==> config.mk <==
export PLATFORM = sky130hd
export DESIGN_NAME = rca_pipe
export DESIGN_NICKNAME = d
export VERILOG_FILES = /design/src/rtl/rca_pipe.sv
export SDC_FILE = /design/constraint.sdc
export NUM_CORES = 1
export LEC_CHECK = 0
export CORE_UTILIZATION = 30
export CTS_CLUSTER_DIAMETER = 80
export DETAILED_ROUTE_END_ITERATION = 8
export HOLD_SLACK_MARGIN = 0.12
export PLACE_DENSITY_LB_ADDON = 0.08
export SETUP_SLACK_MARGIN = 0.05
export SLEW_MARGIN = 20
export SYNTH_ARGS = -nofsm -noshare
export SYNTH_HDL_FRONTEND = slang
export SYNTH_SLANG_ARGS = --single-unit
==> constraint.sdc <==
create_clock -name clk -period 32.8 [get_ports clk]
set_input_delay 6.56 -clock clk [delete_from_list [all_inputs] [get_ports clk]]
set_output_delay 6.56 -clock clk [all_outputs]
set_load 0.02 [all_outputs]
==> src/rtl/rca_pipe.sv <==
// -----------------------------------------------------------------------------
// rca_pipe -- pipelined segmented ripple-carry adder/subtractor.
//
// A WIDTH-bit add (or subtract) is split into NSTG = WIDTH/SEG segments of
// SEG bits each. One segment is resolved per pipeline stage, and the carry is
// registered between stages. The pipe uses a valid/ready handshake. A single
// global advance signal either moves every stage forward or freezes the whole
// pipe.
//
// Latency from the accepting clock edge to out_valid is NSTG edges. Stage 0's
// segment is added combinationally from the input ports into the first
// register bank. The last register bank is also the output register.
//
// Parameters:
//   WIDTH  operand/sum width (must be a multiple of SEG), default 32
//   SEG    bits resolved per stage, default 4
//
// Ports:
//   clk        rising-edge clock
//   reset      asynchronous, active-high reset
//   in_valid   operand beat valid
//   in_ready   beat accepted when in_valid & in_ready
//   a, b       operands
//   ci         carry-in (ignored when sub=1)
//   sub        1: compute a - b (b inverted, carry-in forced to 1)
//   out_valid  result valid
//   out_ready  result consumed when out_valid & out_ready
//   s          sum / difference
//   co         carry-out of the MSB (for subtraction, 1 = no borrow)
//   ovf        signed overflow; present only when RCA_PIPE_OVF_EN is defined
//
// Optional feature macro: RCA_PIPE_OVF_EN
//   When defined, this adds the registered output ovf (reset value 0). ovf is
//   the XOR of the carry into the MSB and the carry out of the MSB.
// -----------------------------------------------------------------------------
module rca_pipe #(
  parameter int WIDTH = 32,
  parameter int SEG   = 4
) (
  input  logic             clk,
  input  logic             reset,
  input  logic             in_valid,
  output logic             in_ready,
  input  logic [WIDTH-1:0] a,
  input  logic [WIDTH-1:0] b,
  input  logic             ci,
  input  logic             sub,
  output logic             out_valid,
  input  logic             out_ready,
  output logic [WIDTH-1:0] s,
  output logic             co
`ifdef RCA_PIPE_OVF_EN
  ,
  output logic             ovf
`endif
);

  localparam int NSTG = WIDTH / SEG;
  // Operand registers exist only between stages. When NSTG=1 there are none,
  // so the arrays are sized to a minimum of one unused element.
  localparam int OPN  = (NSTG > 1) ? NSTG - 1 : 1;
  localparam int OPW  = (NSTG > 1) ? WIDTH - SEG : 1;

  logic             adv;
  logic [WIDTH-1:0] b_eff;
  logic             c0;

  // Per-stage inputs, wired up in the generate loop below.
  logic [WIDTH-1:0] op_in_a [NSTG];  // operand A with this stage's segment at bit 0
  logic [WIDTH-1:0] op_in_b [NSTG];
  logic             cin_in  [NSTG];
  logic             v_in    [NSTG];
  logic [WIDTH-1:0] res_in  [NSTG];  // result bits already resolved upstream

  logic [SEG:0]     seg_sum [NSTG];

  logic             v_d   [NSTG];
  logic             v_q   [NSTG];
  logic [WIDTH-1:0] res_d [NSTG];
  logic [WIDTH-1:0] res_q [NSTG];
  logic             c_d   [NSTG];
  logic             c_q   [NSTG];
  logic [OPW-1:0]   opa_d [OPN];
  logic [OPW-1:0]   opa_q [OPN];
  logic [OPW-1:0]   opb_d [OPN];
  logic [OPW-1:0]   opb_q [OPN];

`ifdef RCA_PIPE_OVF_EN
  logic ovf_d;
  logic ovf_q;
`endif

  // The pipe moves as a whole whenever the output slot is empty or is being
  // drained this cycle.
  assign adv      = ~v_q[NSTG-1] | out_ready;
  assign in_ready = adv;

  assign b_eff = sub ? ~b : b;
  assign c0    = sub ? 1'b1 : ci;

  genvar gi;
  generate
    for (gi = 0; gi < NSTG; gi++) begin : g_stg
      if (gi == 0) begin : g_first
        assign op_in_a[gi] = a;
        assign op_in_b[gi] = b_eff;
        assign cin_in[gi]  = c0;
        assign v_in[gi]    = in_valid;
        assign res_in[gi]  = '0;
      end else begin : g_next
        // Bits already consumed were shifted out, so the zero-extended
        // remainder has this stage's segment at bit 0.
        assign op_in_a[gi] = WIDTH'(opa_q[gi-1]);
        assign op_in_b[gi] = WIDTH'(opb_q[gi-1]);
        assign cin_in[gi]  = c_q[gi-1];
        assign v_in[gi]    = v_q[gi-1];
        assign res_in[gi]  = res_q[gi-1];
      end
    end
  endgenerate

  always_comb begin
    for (int k = 0; k < OPN; k++) begin
      opa_d[k] = '0;
      opb_d[k] = '0;
    end
    for (int k = 0; k < NSTG; k++) begin
      seg_sum[k] = {1'b0, op_in_a[k][SEG-1:0]}
                 + {1'b0, op_in_b[k][SEG-1:0]}
                 + (SEG+1)'(cin_in[k]);
      v_d[k]     = v_in[k];
      res_d[k]   = res_in[k] | (WIDTH'(seg_sum[k][SEG-1:0]) << (k * SEG));
      c_d[k]     = seg_sum[k][SEG];
    end
    // Only the bits above the current segment travel on to later stages.
    for (int k = 0; k < NSTG - 1; k++) begin
      opa_d[k] = OPW'(op_in_a[k] >> SEG);
      opb_d[k] = OPW'(op_in_b[k] >> SEG);
    end
`ifdef RCA_PIPE_OVF_EN
    // At the MSB, sum = a ^ b ^ carry_in, so carry_in = a ^ b ^ sum.
    ovf_d = op_in_a[NSTG-1][SEG-1] ^ op_in_b[NSTG-1][SEG-1]
          ^ seg_sum[NSTG-1][SEG-1] ^ seg_sum[NSTG-1][SEG];
`endif
  end

  always_ff @(posedge clk or posedge reset) begin
    if (reset) begin
      for (int k = 0; k < NSTG; k++) begin
        v_q[k]   <= 1'b0;
        res_q[k] <= '0;
        c_q[k]   <= 1'b0;
      end
      for (int k = 0; k < OPN; k++) begin
        opa_q[k] <= '0;
        opb_q[k] <= '0;
      end
`ifdef RCA_PIPE_OVF_EN
      ovf_q <= 1'b0;
`endif
    end else if (adv) begin
      // Bubbles shift through with v=0; their data content is don't-care.
      for (int k = 0; k < NSTG; k++) begin
        v_q[k]   <= v_d[k];
        res_q[k] <= res_d[k];
        c_q[k]   <= c_d[k];
      end
      for (int k = 0; k < OPN; k++) begin
        opa_q[k] <= opa_d[k];
        opb_q[k] <= opb_d[k];
      end
`ifdef RCA_PIPE_OVF_EN
      ovf_q <= ovf_d;
`endif
    end
  end

  // The last stage's register bank is the output register.
  assign out_valid = v_q[NSTG-1];
  assign s         = res_q[NSTG-1];
  assign co        = c_q[NSTG-1];
`ifdef RCA_PIPE_OVF_EN
  assign ovf       = ovf_q;
`endif

endmodule

Word level (Yosys, flattened, before mapping) --
Index checks and enable logic that the tools add are counted.
Storage, ports and cells: register bits 468, output and inout port bits 35, input bits 70
Operators by class: bitwise logic cells 10, add/subtract/negate cells 16, mux-type cells 2
Operator list (count):
- 4-bit by 4-bit adder with 5-bit output | 8
- 5-bit by 1-bit adder with 5-bit output | 8
- 32-bit 2-to-1 mux | 1
- 32-bit NOT | 1
- 32-bit by 12-bit OR with 32-bit output | 1
- 32-bit by 16-bit OR with 32-bit output | 1
- 32-bit by 20-bit OR with 32-bit output | 1
- 32-bit by 24-bit OR with 32-bit output | 1
- 32-bit by 28-bit OR with 32-bit output | 1
- 32-bit OR | 1
- 4-bit by 8-bit OR with 8-bit output | 1
- 1-bit 2-to-1 mux | 1
- 1-bit NOT | 1
- 1-bit OR | 1

Logic depth before layout (Yosys ltp) --
depth in word-level cells 4, gate-level depth with buffers 8, mapped depth without buffers 6

Least setup slack after synthesis --
No wires, ideal clock.
path kind input-to-output, start input out_ready, end output in_ready, path slack 19.108 ns, stages 5, required time 26.240 ns, data arrival time 7.132 ns, path through nor2b_4 buf_6 inv_4 buf_6 buf_6
Between the ends: longest elaborated chain between the ends 1
Ends and longest elaborated chain:
- from (decl) | line 49 | input logic out_ready,
- 1-bit OR | line 95 | assign adv = ~v_q[NSTG-1] | out_ready;
- to (decl) | line 43 | output logic in_ready,
No other way between the ends.

Worst setup path after layout --
Ends and elaborated chain as after synthesis.

==> results.tsv <==
stage	metric	value	unit
hold_path	Worst Hold Path EP	res_in[99]$_DFFE_PP0P_	
hold_path	worst hold path type	reg -> reg	
logic_synthesis	Synth Instances	1702	
die	Core Rows	83	
power	clock share of power	27.4	%
layout	# nets final	1884	
drt	Via density	4.21	
cts	worst-case clock buffer depth	3	
die	Initial Util	30.6	%
place	Post-DP Area	17200	µm²
global_routing	initial antenna violation count	0	
layout	share of layout cells above drive strength 1	4.93	%
layout	Multi-input gate area	5440	µm²
layout	Antenna Cells	0	
place	Post-Place Cells	2407	
status	status	completed	
critical_path	Critical Path End Type	primary output	
drt	drt first-iter violations	580	
power	power density over cell area	98.0	nW/µm²
place	routability cong.	0.674	
logic_synthesis	Synth area leader	dfrtp_1	
die	die area	53700	µm²
power	Sw Pwr	625	µW
cts	cts repair resizes	0	
sta	TNS Setup	0	ns
logic_synthesis	Post-Syn Area	15800	µm²
sta	final worst path period need	15.96	ns
cts	H-tree depth	2	
cts	cell chosen for the clock root	clkbuf_16	
sta	Hold Vio Cnt, Final	0	
logic_synthesis	sequential element share of the synthesized area	60.7	%
sta	fmax	0.0627	GHz
global_routing	largest net degree at the start of global routing	238	
power	Worst VDD drop	0.0000632	V
place	DPL Wire Length	18200	µm
die	# IOs	105	
critical_path	worst r2r dst	op_in_b[100]$_DFFE_PP0P_	
logic_synthesis	Synth top area share	60.7	%
sta	relative slew slack	21.5	%
drt	Wirelength per Cell	12.9	µm
critical_path	RR Startpoint	out_valid$_DFFE_PP0P_	
global_routing	vias in the first global route	10700	
logic_synthesis	Yosys warning count	0	
cts	cts bufs inserted	45	
critical_path	Worst Reg-to-Reg Cells	6	
layout	register area	9610	µm²
layout	area growth from synthesis to layout	17.8	%
sta	Slew @ Worst Pin	1.18	ns
logic_synthesis	post-synth net total	1812	
logic_synthesis	Yosys reg bits	384	
drt	TritonRoute pass-1 iters	6	
critical_path	worst setup path class	in -> out	
die	Core Box Area	51700	µm²
layout	Post-Layout Cell Count	2485	
critical_path	Setup crit start kind	primary input	
sta	unrepaired setup endpoints after global routing	no	
cts	CTS clk-pin slew, worst paths	0.06	ns
critical_path	Crit Path Max Fanout	237	
power	Flop pwr share	43.9	%
drt	DR DRC count	0	
cts	TritonCTS clock tree	yes	
critical_path	FF-to-FF setup slack	29.50	ns
logic_synthesis	main area contributors after synthesis	dfrtp_1 61%, nand2_1 23%, buf_6 2.6%, fa_1 2.0%, ha_1 1.9%	
drt	vias post-DR	10500	
sta	setup violators final	0	
cts	CTS sink count	384	
power	standby leakage power	9.43	nW
logic_synthesis	post-synth cell types	21	
die	Die H	232	µm
cts	CTS Hold Bufs	0	
sta	fin. max-slew vios	0	
sta	clock skew	0.0150	ns
global_routing	first-pass GRT wire length	55800	µm
run	Max-Cap Viols	0	
layout	Design Area, Final	18600	µm²
die	die width	232	µm
critical_path	Worst Path Required	26.24	ns
cts	Setup Fix Bufs, Post-CTS	0	
layout	fillers	5442	
drt	Post-Route WL	32000	µm
critical_path	Arrival @ worst endpoint	9.40	ns
place	PortBufs	104	
sta	Final WS setup	16.84	ns
global_routing	GRT Util Overall	12.6	%
hold_path	HP Start	res_in[131]$_DFFE_PP0P_	
place	pre-CTS setup slack	16.81	ns
drt	Routed Antenna Nets	0	
sta	minimum hold slack	0.453	ns
global_routing	total congestion overflow	0	
logic_synthesis	syn avg cell area	9.30	µm²
hold_path	Hold Crit Depth	2	
power	Int Pwr	1.20	mW
power	Comb power frac	28.7	%
cts	insertion delay of the later-clocked pin in the worst-skew pair	0.57	ns
power	Sw Share	34.2	%
sta	Final Cycle Share	48.7	%
==> layer usage <==
layer,GRT usage (%),vias up,routed length (µm)
met5,0,-,0
met4,3.78,0,714
met3,2.78,51,1160
met2,18.6,121,13200
met1,18.4,4909,16900
li1,-,5377,-
==> critical path: stages <==
cell and delay, ns:
clkdlybuf4s50_1 0.45, nor2b_4 0.14, buf_12 0.62, clkinv_8 0.66, clkdlybuf4s50_1 0.70
==> power by group through the flow <==
stage	sequential (mW)	clock, mW	combinational, mW
detailed placement	0.813	0	0.540
finish	0.802	0.500	0.524
CTS	0.806	0.523	0.541
floorplan	0.807	0	0.391
global placement	0.809	0	0.532
global route	0.834	0.541	0.618
==> sequential cells by signal, indices dropped and copies added (netlist names) <==
register and flops:
op_in_a 112, op_in_b 112, res_in 112, s 32, c_q 7, v_d 7, co 1, out_valid 1
==> cell usage in the layout (no fill, tap or decap), types with 9 or more instances in the layout <==
master | Yosys | routed
a21o_1 | 9 | 9
a21oi_1 | 24 | 24
clkbuf_1 | 4 | 10
clkbuf_16 | 0 | 46
clkbuf_8 | 0 | 9
clkdlybuf4s50_1 | 0 | 103
dfrtp_1 | 384 | 384
fa_1 | 16 | 16
ha_1 | 24 | 24
inv_1 | 22 | 21
nand2_1 | 983 | 983
nor2_1 | 29 | 29
o21ai_0 | 57 | 57
xnor2_1 | 28 | 28
xor2_1 | 20 | 20
==> how the worst max path moves through the flow <==
stage          startpoint            endpoint  slack (ns)  cells after the start
3_3_place_gp    out_ready            in_ready       16.81                      5
4_1_cts         out_ready            in_ready       16.81                      5
5_1_grt         out_ready            in_ready       16.68                      5
6_report        out_ready            in_ready       16.84                      5
2_1_floorplan       reset  c_q[1]$_DFFE_PP0P_       15.57                      1
3_5_place_dp    out_ready            in_ready       16.81                      5
==> kinds of logic (layout without fill, tap and decap cells) <==
group                    Yosys count  after routing  share of synthesized area, %
AO/OA/AOI/OAI                     97             97                          3.38
flip-flops                       384            384                          60.7
XOR/XNOR                          48             48                          2.66
buffers and inverters            111            214                          4.87
AND/OR/NAND/NOR                 1022           1022                          24.4
adder cells (fa/ha/maj)           40             40                          3.92
==> Yosys cell counts <==
library cell  number
a21oi_2            7
nand2_1          983
o21ai_0           57
clkbuf_1           4
inv_1             22
nor2b_1            7
buf_4              6
or2_2              1
nor2_1            29
xor2_1            20
nor2b_4            1
nand2b_1           1
a21oi_1           24
dfrtp_1          384
a21o_1             9
buf_6             37
xnor2_1           28
fa_1              16
buf_2             41
ha_1              24
inv_4              1
==> through the flow <==
step           total power, mW  util, %
6_report                  1.83     36.0
5_1_grt                   1.99     36.0
4_1_cts                   1.87     36.0
3_5_place_dp              1.35     33.2
3_3_place_gp              1.34     33.2
2_1_floorplan             1.20        -
==> layout make-up <==
| cell class | instances | area share, % |
|---|---|---|
| repair buffers | 113 | 6.12 |
| well taps | 680 | 4.57 |
| clock inverters | 13 | 0.913 |
| multi-input cells | 1207 | 29.2 |
| clock buffers | 65 | 7.04 |
| flip-flops and latches | 384 | 51.6 |
| inverters | 23 | 0.571 |
Note: power is estimated with default switching activity, not from simulation.
